**config.mk**
```make
export PLATFORM = sky130hd
export DESIGN_NAME = rgb_pwm_sequencer
export DESIGN_NICKNAME = d
export VERILOG_FILES = /design/src/rtl/rgb_pwm_sequencer.sv
export SDC_FILE = /design/constraint.sdc
export NUM_CORES = 1
export LEC_CHECK = 0
export CAP_MARGIN = 20
export CORE_MARGIN = 3
export CORE_UTILIZATION = 55
export DETAILED_ROUTE_END_ITERATION = 10
export GPL_ROUTABILITY_DRIVEN = 0
export MAX_ROUTING_LAYER = met4
export PLACE_DENSITY_LB_ADDON = 0.08
export REMOVE_ABC_BUFFERS = 1
export SETUP_SLACK_MARGIN = 0.02
export SYNTH_ARGS = -nofsm -noshare
export SYNTH_HDL_FRONTEND = slang
export SYNTH_SLANG_ARGS = --single-unit
```
**constraint.sdc**
```tcl
create_clock -name clki -period 12.35 [get_ports clki]
set_input_delay 2.47 -clock clki [delete_from_list [all_inputs] [get_ports clki]]
set_output_delay 2.47 -clock clki [all_outputs]
set_load 0.01 [all_outputs]
```
**src/rtl/rgb_pwm_sequencer.sv**
```systemverilog
// Multi-channel LED PWM sequencer: one shared prescaler and frame counter,
// one shadow configuration slot, and per-channel OFF / STEADY / BLINK /
// BREATHE duty generators. Duty values only change on frame boundaries.
module rgb_pwm_sequencer #(
    parameter int CHANNELS = 3,
    parameter int PWM_BITS = 8,
    parameter int PRESCALE = 187
) (
    input  logic                clki,
    input  logic                rst_n,
    input  logic                cfg_valid,
    output logic                cfg_ready,
    input  logic [2:0]          cfg_chan,
    input  logic [1:0]          cfg_mode,
    input  logic [PWM_BITS-1:0] cfg_level,
    input  logic [15:0]         cfg_period,
    output logic [CHANNELS-1:0] pwm_out,
    output logic                frame_end
);

    typedef enum logic [1:0] {
        MODE_OFF     = 2'd0,
        MODE_STEADY  = 2'd1,
        MODE_BLINK   = 2'd2,
        MODE_BREATHE = 2'd3
    } mode_e;

    localparam int                  PSC_W     = (PRESCALE > 1) ? $clog2(PRESCALE) : 1;
    localparam logic [PSC_W-1:0]    PSC_LAST  = PSC_W'(PRESCALE - 1);
    localparam logic [PSC_W-1:0]    PSC_ONE   = PSC_W'(1);
    localparam logic [PWM_BITS-1:0] CNT_MAX   = {PWM_BITS{1'b1}};
    localparam logic [PWM_BITS-1:0] DUTY_ZERO = {PWM_BITS{1'b0}};
    localparam logic [PWM_BITS-1:0] DUTY_ONE  = PWM_BITS'(1);
    localparam logic [3:0]          CH_LIM    = 4'(CHANNELS);

    logic [1:0]          rst_sync_q;
    logic                rst_int_n;
    logic [PSC_W-1:0]    presc_q, presc_d;
    logic [PWM_BITS-1:0] pwm_cnt_q, pwm_cnt_d;
    logic                tick_s, bnd_s, accept_s, chan_ok_s;
    logic                frame_end_q;
    logic [CHANNELS-1:0] pwm_q;
    logic                pend_q, pend_d;
    logic                cfg_ready_q;
    logic [2:0]          sh_chan_q;
    mode_e               sh_mode_q;
    logic [PWM_BITS-1:0] sh_level_q;
    logic [15:0]         sh_period_q;
    logic [PWM_BITS-1:0] duty_s [CHANNELS];

    // Reset synchroniser: asserts immediately, releases two clki edges later.
    always_ff @(posedge clki or negedge rst_n) begin
        if (!rst_n) begin
            rst_sync_q <= 2'b00;
        end else begin
            rst_sync_q <= {rst_sync_q[0], 1'b1};
        end
    end

    assign rst_int_n = rst_sync_q[1];

    // Timebase, frame boundary detection and shadow-slot occupancy.
    always_comb begin
        tick_s    = (presc_q == PSC_LAST);
        presc_d   = tick_s ? {PSC_W{1'b0}} : (presc_q + PSC_ONE);
        pwm_cnt_d = tick_s ? (pwm_cnt_q + DUTY_ONE) : pwm_cnt_q;
        bnd_s     = tick_s && (pwm_cnt_q == CNT_MAX);
        accept_s  = cfg_valid && cfg_ready_q;
        chan_ok_s = ({1'b0, cfg_chan} < CH_LIM);
        pend_d    = pend_q;
        if (pend_q) begin
            pend_d = !bnd_s;
        end else if (accept_s && chan_ok_s) begin
            pend_d = 1'b1;
        end else begin
            pend_d = 1'b0;
        end
    end

    // Shared counters, frame_end pulse, handshake and shadow capture.
    always_ff @(posedge clki or negedge rst_int_n) begin
        if (!rst_int_n) begin
            presc_q     <= {PSC_W{1'b0}};
            pwm_cnt_q   <= DUTY_ZERO;
            frame_end_q <= 1'b0;
            pend_q      <= 1'b0;
            cfg_ready_q <= 1'b1;
            sh_chan_q   <= 3'd0;
            sh_mode_q   <= MODE_OFF;
            sh_level_q  <= DUTY_ZERO;
            sh_period_q <= 16'd1;
        end else begin
            presc_q     <= presc_d;
            pwm_cnt_q   <= pwm_cnt_d;
            frame_end_q <= bnd_s;
            pend_q      <= pend_d;
            cfg_ready_q <= !pend_d;
            if (accept_s && chan_ok_s) begin
                sh_chan_q   <= cfg_chan;
                sh_mode_q   <= mode_e'(cfg_mode);
                sh_level_q  <= cfg_level;
                sh_period_q <= (cfg_period == 16'd0) ? 16'd1 : cfg_period;
            end
        end
    end

    for (genvar g = 0; g < CHANNELS; g++) begin : g_chan
        mode_e               mode_q, mode_d;
        logic [PWM_BITS-1:0] level_q, level_d;
        logic [PWM_BITS-1:0] bduty_q, bduty_d;
        logic [PWM_BITS-1:0] duty_q, duty_d;
        logic [15:0]         period_q, period_d;
        logic [15:0]         fcnt_q, fcnt_d;
        logic                phase_q, phase_d;
        logic                dir_q, dir_d;
        logic                apply_s, ev_s;

        // Per-frame update: apply the shadow slot or advance blink/breathe state.
        always_comb begin
            mode_d   = mode_q;
            level_d  = level_q;
            period_d = period_q;
            fcnt_d   = fcnt_q;
            phase_d  = phase_q;
            bduty_d  = bduty_q;
            dir_d    = dir_q;
            duty_d   = duty_q;
            ev_s     = 1'b0;
            apply_s  = pend_q && (sh_chan_q == 3'(g));
            if (bnd_s) begin
                if (apply_s) begin
                    mode_d   = sh_mode_q;
                    level_d  = sh_level_q;
                    period_d = sh_period_q;
                    fcnt_d   = 16'd0;
                    phase_d  = 1'b1;
                    bduty_d  = DUTY_ZERO;
                    dir_d    = 1'b0;
                end else begin
                    if (fcnt_q == (period_q - 16'd1)) begin
                        fcnt_d = 16'd0;
                        ev_s   = 1'b1;
                    end else begin
                        fcnt_d = fcnt_q + 16'd1;
                        ev_s   = 1'b0;
                    end
                    if (ev_s) begin
                        phase_d = ~phase_q;
                        if (mode_q != MODE_BREATHE) begin
                            bduty_d = bduty_q;
                        end else if (level_q == DUTY_ZERO) begin
                            bduty_d = DUTY_ZERO;
                        end else if (!dir_q) begin
                            bduty_d = bduty_q + DUTY_ONE;
                            dir_d   = ((bduty_q + DUTY_ONE) == level_q);
                        end else begin
                            bduty_d = bduty_q - DUTY_ONE;
                            dir_d   = !(bduty_q == DUTY_ONE);
                        end
                    end else begin
                        phase_d = phase_q;
                    end
                end
                case (mode_d)
                    MODE_OFF:     duty_d = DUTY_ZERO;
                    MODE_STEADY:  duty_d = level_d;
                    MODE_BLINK:   duty_d = phase_d ? level_d : DUTY_ZERO;
                    MODE_BREATHE: duty_d = bduty_d;
                    default:      duty_d = DUTY_ZERO;
                endcase
            end else begin
                duty_d = duty_q;
            end
        end

        // Per-channel state registers.
        always_ff @(posedge clki or negedge rst_int_n) begin
            if (!rst_int_n) begin
                mode_q   <= MODE_OFF;
                level_q  <= DUTY_ZERO;
                period_q <= 16'd1;
                fcnt_q   <= 16'd0;
                phase_q  <= 1'b1;
                bduty_q  <= DUTY_ZERO;
                dir_q    <= 1'b0;
                duty_q   <= DUTY_ZERO;
            end else begin
                mode_q   <= mode_d;
                level_q  <= level_d;
                period_q <= period_d;
                fcnt_q   <= fcnt_d;
                phase_q  <= phase_d;
                bduty_q  <= bduty_d;
                dir_q    <= dir_d;
                duty_q   <= duty_d;
            end
        end

        assign duty_s[g] = duty_q;
    end

    // Registered PWM comparators.
    always_ff @(posedge clki or negedge rst_int_n) begin
        if (!rst_int_n) begin
            pwm_q <= {CHANNELS{1'b0}};
        end else begin
            for (int i = 0; i < CHANNELS; i++) begin
                pwm_q[i] <= (pwm_cnt_q < duty_s[i]);
            end
        end
    end

    assign pwm_out   = pwm_q;
    assign frame_end = frame_end_q;
    assign cfg_ready = cfg_ready_q;

endmodule

```
==> flow_summary_export.csv, run 1 <==
group,metric,value,unit
global_routing,grt_pass1_wl,59.4,mm
floorplanning,core-area,25500,sq um
detailed_routing,routedWlPerCell,19.3,microns
floorplanning,die_w,168,microns
critical_path,cpPeakStageDelay,860,ps
finish,drive_above_1_share,13.1,%
sta,rsz0062_at_grt,"no",
sta,finalSetupViolCount,0,
pwr,comb_power_share,11.7,%
yosys,syn-cell-area,14500,sq um
yosys,synth.distinct_cells,82,
detailed_routing,drt-pass1-iter-count,6,
finish,design_area,16000,sq um
clock_tree,clock-sinks,233,
yosys,synth_mux_area_share,9.71,%
placed_design,portBuffers,36,
sta,fmax,0.231,GHz
yosys,synth.area.top_cells,"dfrtp_1, mux2_2, xnor2_1",
floorplanning,die_area,28300,sq um
floorplanning,row_count,58,
pwr,power_density,119,nW/um^2
sta,skew,12.1,ps
yosys,synth_compound_area_share,13.5,%
global_routing,grt.total_usage,26.1,%
yosys,synth_area_per_cell,9.44,sq um
critical_path,cp_slowest_cell,"nor2_1",
detailed_routing,ant_nets,0,
detailed_routing,wl_met2,16.6,mm
sta,fin_tns_setup,0,ps
yosys,synth_area_leader_cell,"dfrtp_1",
critical_path,path_cells,"inv_1, ha_1, nor4b_1, nand3_1, xnor2_1, a2111oi_0, nand4_1, nor2_1, a21oi_1, o31ai_1",
clock_tree,post_cts_buffers,0,
critical_path,crit_fanout,16,
global_routing,antenna_found_initial,0,
yosys,synth_top_area_share,38.9,%
floorplanning,ios,37,
clock_tree,cts_resized,0,
pwr,seq_power_share,48.1,%
detailed_routing,drtIter0Drc,1112,
critical_path,r2r_start,"g_chan[2].period_q[1]",
sta,finalCritPeriodShare,35.1,%
clock_tree,cts_tree,"done",
critical_path,cp-start-kind,"flop",
run_status,status,"completed",
yosys,synth_simple_gate_area_share,20.8,%
finish,area_growth,10.6,%
worst_hold_path,hold_path.class,"flop to asynchronous set/reset pin",
sta,slew_violations,0,
pwr,leakage,7.22,nW
yosys,ys_seq_area_share,40.3,%
yosys,synthAdderAreaFrac,3.37,%
yosys,synth-seq-cells,233,
pwr,switching_power,537,uW
clock_tree,clk_latency,530,ps
yosys,synth-xor-area-share,8.68,%
critical_path,critPathTopFamily,"simple AND/OR/NAND/NOR gates",
job,cap_violations,0,
detailed_routing,via_count,11804,
clock_tree,h-tree-depth,1,
detailed_routing,top_layer_used,"met4",
critical_path,required,12790,ps
critical_path,crit_arrival,4780,ps
detailed_routing,drt-vias-per-instance,6.26,
clock_tree,postCtsHoldBufs,0,
clock_tree,cts.clk_slew.worst_paths,60,ps
yosys,netlist_instances,1535,
floorplanning,die_h,168,microns
yosys,synth_edf_count,0,
placed_design,place_area,15100,sq um
global_routing,grt_max_degree,86,
detailed_routing,wl_met1,16.6,mm
pwr,ir_drop,0.127,mV
detailed_routing,drc,0,
clock_tree,cts_buffer_depth,3,
pwr,switching_share,28.2,%
pwr,internal_power,1.37,mW
sta,hold_viol,0,
critical_path,cp_num_buf_inv,1,
sta,tightest_slew,1130,ps
finish,fin_util,62.7,%
yosys,async_flop_share,100,%
clock_tree,cts-root-buf,"clkbuf_16",
sta,slew_headroom,24.1,%
critical_path,crit_path_end_kind,"flop",
finish,antenna_cells,0,
detailed_routing,wl_met3,1.99,mm
critical_path,worstSetupPathType,"flop to flop",
pwr,clkPwrFrac,40.2,%
finish,layout.nets,1606,
yosys,ys_warn_count,0,
yosys,synth_top_family_by_area,"simple AND/OR/NAND/NOR gates",
global_routing,grt_pass1_vias,11261,
floorplanning,initial_utilization,56.7,%
yosys,synth_flop_cell,"dfrtp_1",
sta,fin_hold_ws,276,ps
global_routing,overflow,0,
placed_design,hpwl,25.6,mm
sta,finalCriticalPeriod,4340,ps
detailed_routing,wl,36.3,mm
clock_tree,cts_inserted_buffers,27,
critical_path,cp-startpoint,"g_chan[2].period_q[1]",
==> area by class of cell <==
cell class / instances / area (sq um)
inverters: 52 / 195
multi-input cells: 1167 / 8160
clock inverters: 11 / 88.8
clock buffers: 38 / 767
repair buffers: 54 / 553
fillers: 2178 / 9520
flip-flops and latches: 233 / 5840
well taps: 330 / 413
==> worst reg2reg max path, cell delays in order (launching register included) <==
cell and delay [ps]:
dfrtp_1 460, inv_1 90, ha_1 280, nor4b_1 620, nand3_1 170, xnor2_1 160
a2111oi_0 500, nand4_1 730, nor2_1 860, a21oi_1 160, o31ai_1 210
==> registers in the layout, indices dropped and copies added (netlist names) <==
name,flops
cfg_ready,1
sh_mode_q,2
g_chan.mode_q,6
g_chan.phase_q,3
frame_end,1
sh_chan_q,3
pwm_out,3
g_chan.fcnt_q,48
g_chan.bduty_q,24
g_chan.duty_q,24
sh_level_q,8
presc_q,8
pwm_cnt_q,8
g_chan.period_q,48
g_chan.dir_q,3
g_chan.level_q,24
sh_period_q,16
pend_q,1
rst_sync_q,2
==> cell usage in the layout (no fill, tap or decap), drive strengths merged, types with 9 or more instances in the layout <==
master | synthesis | final
a22o | 10 | 10
or3 | 15 | 15
a31oi | 23 | 23
o22ai | 9 | 9
ha | 39 | 39
o21ai | 72 | 72
buf | 10 | 18
clkinv | 1 | 9
nor4b | 13 | 13
dfrtp | 225 | 225
nor2b | 9 | 9
clkbuf | 73 | 38
or2 | 12 | 12
a21oi | 51 | 51
nor3 | 51 | 51
a211oi | 13 | 13
mux2i | 27 | 27
nand2 | 100 | 100
a21o | 27 | 27
xnor2 | 75 | 75
nand2b | 17 | 17
and3 | 25 | 25
clkdlybuf4s50 | 0 | 36
xor2 | 66 | 66
or4 | 14 | 14
nor2 | 128 | 128
nand4 | 35 | 35
mux2 | 101 | 101
o31ai | 13 | 13
nor3b | 14 | 14
inv | 51 | 51
nor4 | 28 | 28
nand3 | 59 | 59
==> power by group through the flow <==
stage / sequential [mW] / clock [mW] / combinational (mW)
floorplan: 0.882 / 0 / 0.142
global placement: 0.929 / 0 / 0.219
detailed placement: 0.931 / 0 / 0.223
CTS: 0.917 / 0.783 / 0.224
global route: 0.923 / 0.817 / 0.246
finish: 0.915 / 0.764 / 0.224
==> path summary, 6_finish.rpt <==
check                           slack [ps]  cells past startpoint                endpoint
max in group asynchronous             9530                      4              presc_q[2]
worst max register to register        8010                     10    g_chan[2].bduty_q[6]
min in group clki                      360                      0           rst_sync_q[1]
worst max-delay path                  8010                     10    g_chan[2].bduty_q[6]
worst min-delay path                   280                      0  g_chan[0].period_q[11]
worst min register to register         280                      0  g_chan[0].period_q[11]
==> cells by family (layout without fill, tap and decap cells) <==
group                      after synthesis  after routing
AOI/OAI and AO/OA                      296            296
xor gates and xnor gates               142            142
adders and majority gates               39             39
buffers and inverters                  135            155
DFF                                    233            233
muxes                                  128            128
other                                    1              1
and+or+nand+nor                        561            561
==> Yosys cell counts, types with 8 or more instances <==
master    count
nor4b_1      13
a211oi_1     13
a22o_1       10
mux2i_1      27
nand3_1      59
xnor2_1      75
o21a_1        8
o22ai_1       9
nor2_1      126
or4_1        14
o31ai_1      13
nand2b_1     17
o21ai_0      69
clkbuf_1     73
inv_1        51
dfstp_2       8
dfrtp_1     225
nor4_1       27
nand4_1      35
and3_1       25
or2_2        12
or3_1        14
nor3_1       49
xor2_1       66
nor2b_1       9
a21o_1       27
mux2_2      101
a21oi_1      51
ha_1         39
nor3b_1      14
a31oi_1      23
nand2_1     100
==> routing by layer <==
| metal | up-vias | global-route usage (%) |
|---|---|---|
| met3 | 81 | 2.32 |
| met4 | 0 | 8.15 |
| met1 | 5745 | 36.8 |
| li1 | 5603 | - |
| met5 | - | - |
| met2 | 375 | 40.3 |
==> per-stage QoR <==
stage          setup slack [ps]  power (mW)  cells
6_report                   8010        1.90   1885
5_1_grt                    7590        1.98   1885
4_1_cts                    8120        1.92   1882
3_5_place_dp               8140        1.15   1833
3_3_place_gp               8340        1.15   1832
2_1_floorplan              5390        1.02   1452
Power figures use the tool's default switching activity.
==> run 2, diff against run 1 <==
==> constraint.sdc (replaced) <==
create_clock -name clki -period 4.1 [get_ports clki]
set_input_delay 0.82 -clock clki [delete_from_list [all_inputs] [get_ports clki]]
set_output_delay 0.82 -clock clki [all_outputs]
set_load 0.01 [all_outputs]
==> flow_summary_export.csv, run 2 (synthesis results as in run 1) <==
group,metric,value,unit
sta,fin_hold_ws,359,ps
critical_path,crit_arrival,4140,ps
floorplanning,row_count,58,
critical_path,cp_num_buf_inv,2,
clock_tree,cts-root-buf,"clkbuf_16",
pwr,ir_drop,0.385,mV
placed_design,place_area,15200,sq um
pwr,power_density,361,nW/um^2
critical_path,path_cells,"inv_1, ha_1, nor4b_1, nand3_1, xnor2_1, a2111oi_0, nand4_1, buf_4, nor2_1, a21oi_1, o31ai_1",
global_routing,antenna_found_initial,0,
clock_tree,cts_inserted_buffers,27,
worst_hold_path,min_from,"rst_sync_q[0]",
global_routing,grt_pass1_vias,11429,
sta,finalCritPeriodShare,90.4,%
placed_design,portBuffers,36,
finish,antenna_cells,0,
sta,fin_tns_setup,0,ps
sta,finalCriticalPeriod,3710,ps
critical_path,crit_path_end_kind,"flop",
clock_tree,post_cts_buffers,0,
floorplanning,ios,37,
sta,tightest_slew,842,ps
finish,layout.nets,1619,
finish,seqCellArea,5840,sq um
critical_path,cp-startpoint,"g_chan[2].period_q[1]",
critical_path,cp_slowest_cell,"nor4b_1",
detailed_routing,via_count,11942,
worst_hold_path,hold_path.class,"flop to flop",
detailed_routing,routedWlPerCell,19.6,microns
critical_path,crit_fanout,16,
clock_tree,clk_latency,540,ps
sta,skew,15.8,ps
global_routing,grt.total_usage,27.0,%
floorplanning,core-area,25500,sq um
critical_path,required,4530,ps
run_status,status,"completed",
critical_path,r2r_start,"g_chan[2].period_q[1]",
critical_path,worstSetupPathType,"flop to flop",
finish,layout_commonest_cell,"dfrtp_1",
critical_path,cp-start-kind,"flop",
global_routing,grt_max_degree,81,
sta,slew_headroom,43.9,%
detailed_routing,wl,37.3,mm
finish,reg_top3,"g_chan.fcnt_q: 48 flops, g_chan.period_q: 48 flops",
floorplanning,die_area,28300,sq um
detailed_routing,drt-vias-per-instance,6.29,
sta,worst_slack,393,ps
sta,rsz0062_at_grt,"no",
sta,finalSetupViolCount,0,
clock_tree,cts.clk_slew.worst_paths,60,ps
detailed_routing,drc,0,
placed_design,hpwl,26.2,mm
sta,fmax,0.270,GHz
clock_tree,cts_buffer_depth,3,
sta,hold_viol,0,
global_routing,grt_pass1_wl,61.1,mm
pwr,leakage,7.26,nW
floorplanning,initial_utilization,56.7,%
clock_tree,postCtsHoldBufs,0,
global_routing,overflow,0,
job,cap_violations,0,
finish,design_area,16100,sq um
critical_path,cpPeakStageDelay,580,ps
sta,slew_violations,0,
detailed_routing,drt-pass1-iter-count,8,
floorplanning,die_w,168,microns
critical_path,critPathTopFamily,"simple AND/OR/NAND/NOR gates",
finish,layout_common_cells,"dfrtp_1, nor2_1, mux2_2",
detailed_routing,ant_nets,0,
finish,area_growth,11.1,%
clock_tree,clock-sinks,233,
floorplanning,die_h,168,microns
finish,drive_above_1_share,13.5,%
placed_design,post-place-ws,506,ps
finish,multi_input_area,8160,sq um
clock_tree,cts_tree,"done",
clock_tree,cts_resized,0,
finish,fillers,2133,
detailed_routing,drtIter0Drc,1167,
clock_tree,h-tree-depth,1,
==> run 2: cell count changes in the layout (fill, tap and decap cells not counted), sizes merged <==
| cell | before | now |
|---|---|---|
| buf | 18 | 31 |
| clkinv | 9 | 6 |
| inv | 51 | 52 |
| clkinvlp | 2 | 1 |
| clkbuf | 38 | 40 |
| bufinv | 1 | 2 |
==> run 2: per-stage QoR <==
| stage | utilization (%) | power [mW] | std cells |
|---|---|---|---|
| 2_1_floorplan | - | 3.09 | 1452 |
| 3_3_place_gp | 59.7 | 3.51 | 1849 |
| 3_5_place_dp | 59.7 | 3.52 | 1849 |
| 4_1_cts | 63.0 | 5.88 | 1898 |
| 5_1_grt | 63.0 | 6.05 | 1898 |
| 6_report | 63.0 | 5.82 | 1898 |
==> run 2: final timing paths <==
kind | end | cells after the start | slack, ps
max | g_chan[2].bduty_q[6] | 11 | 390
min | rst_sync_q[1] | 0 | 360
max reg2reg | g_chan[2].bduty_q[6] | 11 | 390
min reg2reg | rst_sync_q[1] | 0 | 360
max in group asynchronous | g_chan[2].fcnt_q[9] | 1 | 2700
min in group asynchronous | g_chan[0].period_q[13] | 0 | 430
==> run 2: cell type report <==
type,count,share of cell area [%]
timing repair buffer,67,3.92
inverter,52,1.21
clock inverter,9,0.630
clock buffer,40,4.69
multi-input combinational,1167,50.7
sequential,233,36.3
tap,330,2.56
==> run 2: routing by layer <==
metal	global-route usage, %	up-vias	wire length, microns
met1	37.4	5825	16700
met4	7.72	0	1230
met5	-	-	0
li1	-	5619	-
met2	42.4	405	17100
met3	3.05	93	2190
==> run 2: power by group <==
part	total (mW)	leakage (nW)	internal, mW	switching [mW]
clock	2.34	0.419	1.39	0.949
combinational	0.669	3.99	0.304	0.364
sequential	2.80	2.85	2.45	0.350
